`src/rtl/run_control.sv`:
```
// -----------------------------------------------------------------------------
// run_control
//   Run/stop/single-step sequencer for a five-phase instruction engine. It
//   gates the phase counter through 'enable', detects instruction boundaries
//   (last phase while enabled), counts retired instructions and latches a
//   sticky error on any malformed phase code.
//
// Ports
//   clk        : single clock, rising-edge
//   rst_n      : asynchronous active-low reset
//   start      : level request to run freely (rising edge acts)
//   stop       : level request to stop at the next boundary (rising edge acts)
//   step       : level request to execute one instruction (rising edge acts)
//   halt_req   : current last-phase instruction is a halt
//   cur_phase  : one-hot phase from the phase counter (00000 after reset)
//   enable     : advance enable to the phase counter
//   halted     : high in HALT
//   step_done  : one-cycle pulse when a single step retires
//   instr_cnt  : retired-instruction count, wraps
//   phase_err  : sticky illegal-phase flag
// -----------------------------------------------------------------------------
module run_control #(
  parameter int CNT_W = 16
) (
  input  logic             clk,
  input  logic             rst_n,
  input  logic             start,
  input  logic             stop,
  input  logic             step,
  input  logic             halt_req,
  input  logic [4:0]       cur_phase,
  output logic             enable,
  output logic             halted,
  output logic             step_done,
  output logic [CNT_W-1:0] instr_cnt,
  output logic             phase_err
);

  typedef enum logic [2:0] {
    IDLE  = 3'd0,
    RUN   = 3'd1,
    STEP  = 3'd2,
    DRAIN = 3'd3,
    HALT  = 3'd4
  } state_t;

  state_t state, state_nxt;
  logic   step_done_nxt;

  // Previous-sample registers come out of reset high so a request held
  // through reset does not register as a fresh edge.
  logic start_q, stop_q, step_q;
  logic start_p, stop_p, step_p;

  logic phase_onehot;
  logic phase_bad;
  logic boundary;

  assign start_p = start & ~start_q;
  assign stop_p  = stop  & ~stop_q;
  assign step_p  = step  & ~step_q;

  assign phase_onehot = (cur_phase != 5'd0) &&
                        ((cur_phase & (cur_phase - 5'd1)) == 5'd0);
  assign phase_bad    = (cur_phase != 5'd0) && !phase_onehot;

  assign enable = (state == RUN) || (state == STEP) || (state == DRAIN);
  assign halted = (state == HALT);

  // Exact compare: a malformed code with bit 4 set is never a boundary.
  assign boundary = enable && (cur_phase == 5'b10000);

  always_comb begin
    state_nxt     = state;
    step_done_nxt = 1'b0;
    case (state)
      IDLE: begin
        if (start_p)     state_nxt = RUN;
        else if (step_p) state_nxt = STEP;
      end
      RUN: begin
        if (boundary && halt_req) state_nxt = HALT;
        else if (stop_p)          state_nxt = boundary ? IDLE : DRAIN;
      end
      DRAIN: begin
        if (boundary && halt_req) state_nxt = HALT;
        else if (boundary)        state_nxt = IDLE;
        else if (start_p)         state_nxt = RUN;
      end
      STEP: begin
        if (boundary && halt_req) begin
          state_nxt = HALT;
        end else if (boundary) begin
          state_nxt     = IDLE;
          step_done_nxt = 1'b1;
        end
      end
      HALT:    state_nxt = HALT;
      default: state_nxt = IDLE;
    endcase
  end

  always_ff @(posedge clk or negedge rst_n) begin
    if (!rst_n) begin
      state     <= IDLE;
      step_done <= 1'b0;
      instr_cnt <= '0;
      phase_err <= 1'b0;
      start_q   <= 1'b1;
      stop_q    <= 1'b1;
      step_q    <= 1'b1;
    end else begin
      state     <= state_nxt;
      step_done <= step_done_nxt;
      start_q   <= start;
      stop_q    <= stop;
      step_q    <= step;
      if (boundary)  instr_cnt <= instr_cnt + CNT_W'(1);
      if (phase_bad) phase_err <= 1'b1;
    end
  end

endmodule

```
`config.mk`:
```
export PLATFORM = sky130hd
export DESIGN_NAME = run_control
export DESIGN_NICKNAME = d
export VERILOG_FILES = /design/src/rtl/run_control.sv
export SDC_FILE = /design/constraint.sdc
export NUM_CORES = 1
export LEC_CHECK = 0
export BUFFER_PORTS_ARGS = -buffer_cell sky130_fd_sc_hd__buf_2
export CAP_MARGIN = 40
export CORE_ASPECT_RATIO = 1.1
export CORE_MARGIN = 4
export CORE_UTILIZATION = 45
export CTS_CLUSTER_DIAMETER = 80
export CTS_CLUSTER_SIZE = 25
export DETAILED_ROUTE_END_ITERATION = 8
export GPL_TIMING_DRIVEN = 0
export PLACE_DENSITY = 0.82
export SKIP_CTS_REPAIR_TIMING = 1
export SLEW_MARGIN = 5
export SYNTH_ARGS = -nofsm -noshare
export SYNTH_HDL_FRONTEND = slang
export SYNTH_SLANG_ARGS = --single-unit
export TNS_END_PERCENT = 50
```
`constraint.sdc`:
```
create_clock -name clk -period 1.3 [get_ports clk]
set_input_delay 0.065 -clock clk [delete_from_list [all_inputs] [get_ports clk]]
set_output_delay 0.065 -clock clk [all_outputs]
set_load 0.05 [all_outputs]
```
==> qor.yml <==
p_comb_frac: 0.338
hp-class: "in2reg"
final-setup-viol-count: 14
slew_violations: 0
grt_pass1_wl_um: 3700
synth_seq_cells: 24
place_congestion: 0.701
crit_type: "reg2reg"
fmaxAchievable_ghz: 0.712
intPower_mw: 1.22
clock_latency_ns: 0.30
die_w_um: 55.5
finalWorstSetupSlack_ns: -0.104
ir_drop_v: 0.00128
multi_input_area_um2: 538
slowest_stage: "dfrtp_2"
clock_skew_ns: 0.00845
numCtsBuffers: 3
dieArea_um2: 3340
finalNonFillerCells: 171
clk_path_buf_depth: 2
synth_ff_type: "dfrtp_1"
failed_checks: "negative setup slack"
hold_violations: 0
nNetsFinal: 154
synth_edf_count: 0
grtUsageTotal: 0.137
synth_seq_area_share: 0.542
fin_hold_ws_ns: 0.0506
ys_warn_count: 0
rows: 18
cap_viol_max_count: 0
grt_max_degree: 25
drive_above_1_share: 0.504
cts-root-buf: "clkbuf_4"
clkPwrFrac: 0.173
postLayoutCoreUtil: 0.662
min_path_cells: 3
netlist_area_um2: 1110
critPathLaunchType: "flop"
worst_pin_slew_ns: 0.527
final.setup.tns_ns: -0.677
worst-endpoint-required_ns: 1.53
coreArea_um2: 2300
power_leakage_nw: 0.774
switchingPower_mw: 0.668
finalCriticalPeriod_ns: 1.40
port_buffers: 30
drt_drc_violations_left: 0
cts.clk_slew.worst_paths_ns: 0.13
path_cells: "ha_4, and2_4, nand4_1, nor3_2, xor2_1"
ys_async_sr_fraction: 1.00
synthesis.nets: 107
num_vias: 889
clock_sinks: 24
placed_cells: 155
grt_overflow_total: 0
cts_max_level: 1
avgSynthCellArea_um2: 11.7
p_sw_frac: 0.354
rsz0062_at_grt: "yes"
drt_wl_total_um: 2450
routedWlPerCell_um: 14.3
cp_max_fo: 4
area.growth.synth_to_final_pct: 36.4
io_pins: 31
grt_antenna_before_repair: 0
power_density_nw_per_um2: 1240
postRouteAntennaNets: 0
max_slew_margin: 0.649
seqCellArea_um2: 618
seqPwrFrac: 0.489
cts_tree: "yes"
dr.first_iter.drc_count: 18
post-route-period-util: 1.08
syn_inst: 95
critical_path.max_stage_delay_ns: 0.43
die_h_um: 60.2
viasPerCell: 5.20
n_antenna_cell: 0
fillers: 194
post-place-ws_ns: -0.0981
synth.distinct_cells: 35
dr.pass1.iters: 4
r2r_cells: 5
worstSetupEndpointType: "flop"
place_hpwl_um: 1650
status: "finished with violations"
grt_pass1_vias: 846
initial_core_util: 0.485
cp_data_arrival_time_ns: 1.64
-- state kept, by name (all words and copies together), names as in the netlist --
name and count:
instr_cnt 16, state 3, phase_err 1, start_q 1
step_done 1, step_q 1, stop_q 1
-- power groups by stage --
stage	Clock (mW)	Sequential, mW	Combinational [mW]
after floorplan	0	1.05	0.291
after detailed placement	0	0.931	0.549
after global placement	0	0.921	0.530
after CTS	0.339	0.915	0.551
final	0.326	0.922	0.638
after global routing	0.385	0.938	0.690
-- logic make-up (layout without fill, tap and decap cells) --
kind of cell	Yosys count	count (layout)	synth area share
flops	24	24	0.542
mux	1	1	0.0101
xor+xnor	15	15	0.118
compound gates	9	9	0.0617
fa+ha+maj	2	2	0.0202
simple gates	39	39	0.220
buf+inv	5	51	0.0281
-- critical path, delay by kind of cell, from the launching register on --
| kind | cells | cell delay [ns] |
|---|---|---|
| adder cells (fa/ha/maj) | 1 | 0.14 |
| flip-flops | 1 | 0.43 |
| AND/OR/NAND/NOR | 3 | 0.62 |
| XOR/XNOR | 1 | 0.15 |
-- cell usage after synthesis, drive strengths merged, types with 2 or more instances --
cell type,instances,area [um^2]
and2,3,18.8
nand2b,2,12.5
nand2,6,22.5
xnor2,7,61.3
nand4,3,18.8
dfrtp,21,526
xor2,8,70.1
buf,2,18.8
nand3,4,20.0
and3,5,32.5
dfstp,3,78.8
nor4b,2,32.5
nor3,2,10.0
and4,5,43.8
inv,2,7.51
nor2,5,18.8
a21o,2,16.3
-- through the flow --
stage                     power, mW  area, um^2
after floorplan                1.34        1180
final                          1.89        1520
after detailed placement       1.48        1370
after global routing           2.01        1520
after global placement         1.45        1370
after CTS                      1.81        1390
-- worst paths after layout --
kind	startpoint	endpoint	slack, ns
hold / removal	cur_phase[0]	phase_err	0.05
setup / recovery	instr_cnt[1]	instr_cnt[10]	-0.10
setup reg to reg	instr_cnt[1]	instr_cnt[10]	-0.10
min in group asynchronous	rst_n	instr_cnt[7]	0.25
hold reg to reg	instr_cnt[15]	instr_cnt[15]	0.48
max in group asynchronous	rst_n	instr_cnt[2]	0.66
-- layout by cell type, fill, tap and decap left out, drive strengths merged --
| cell type | synthesis | layout |
|---|---|---|
| dlygate4sd3 | 0 | 5 |
| xor2 | 8 | 8 |
| and4 | 5 | 5 |
| nand4b | 1 | 1 |
| clkbuf | 1 | 4 |
| o211ai | 1 | 1 |
| nor3 | 2 | 2 |
| a21o | 2 | 2 |
| nand4 | 3 | 3 |
| inv | 2 | 2 |
| o21ba | 1 | 1 |
| o21bai | 1 | 1 |
| nand2b | 2 | 2 |
| nand2 | 6 | 6 |
| nor4b | 2 | 2 |
| nand3 | 4 | 4 |
| ha | 1 | 1 |
| maj3 | 1 | 1 |
| nor2 | 5 | 5 |
| and2 | 3 | 3 |
| nor2b | 1 | 1 |
| mux2 | 1 | 1 |
| o22ai | 1 | 1 |
| and3 | 5 | 5 |
| xnor2 | 7 | 7 |
| a2111oi | 1 | 1 |
| dfrtp | 21 | 21 |
| a22oi | 1 | 1 |
| a21oi | 1 | 1 |
| dfstp | 3 | 3 |
| buf | 2 | 40 |
-- layout make-up --
type	count	share of cell area
clock buffer	4	0.0173
buffer	2	0.0173
timing repair buffer	43	0.175
inverter	2	0.00494
sequential	24	0.407
tap	30	0.0247
multi-input combinational	66	0.354
-- layer usage --
metal | routed length [um] | GRT usage
met5 | 0 | 0
met4 | 36 | 0.0313
met3 | 110 | 0.0194
met2 | 1340 | 0.260
met1 | 969 | 0.166
Power figures use the tool's default switching activity.
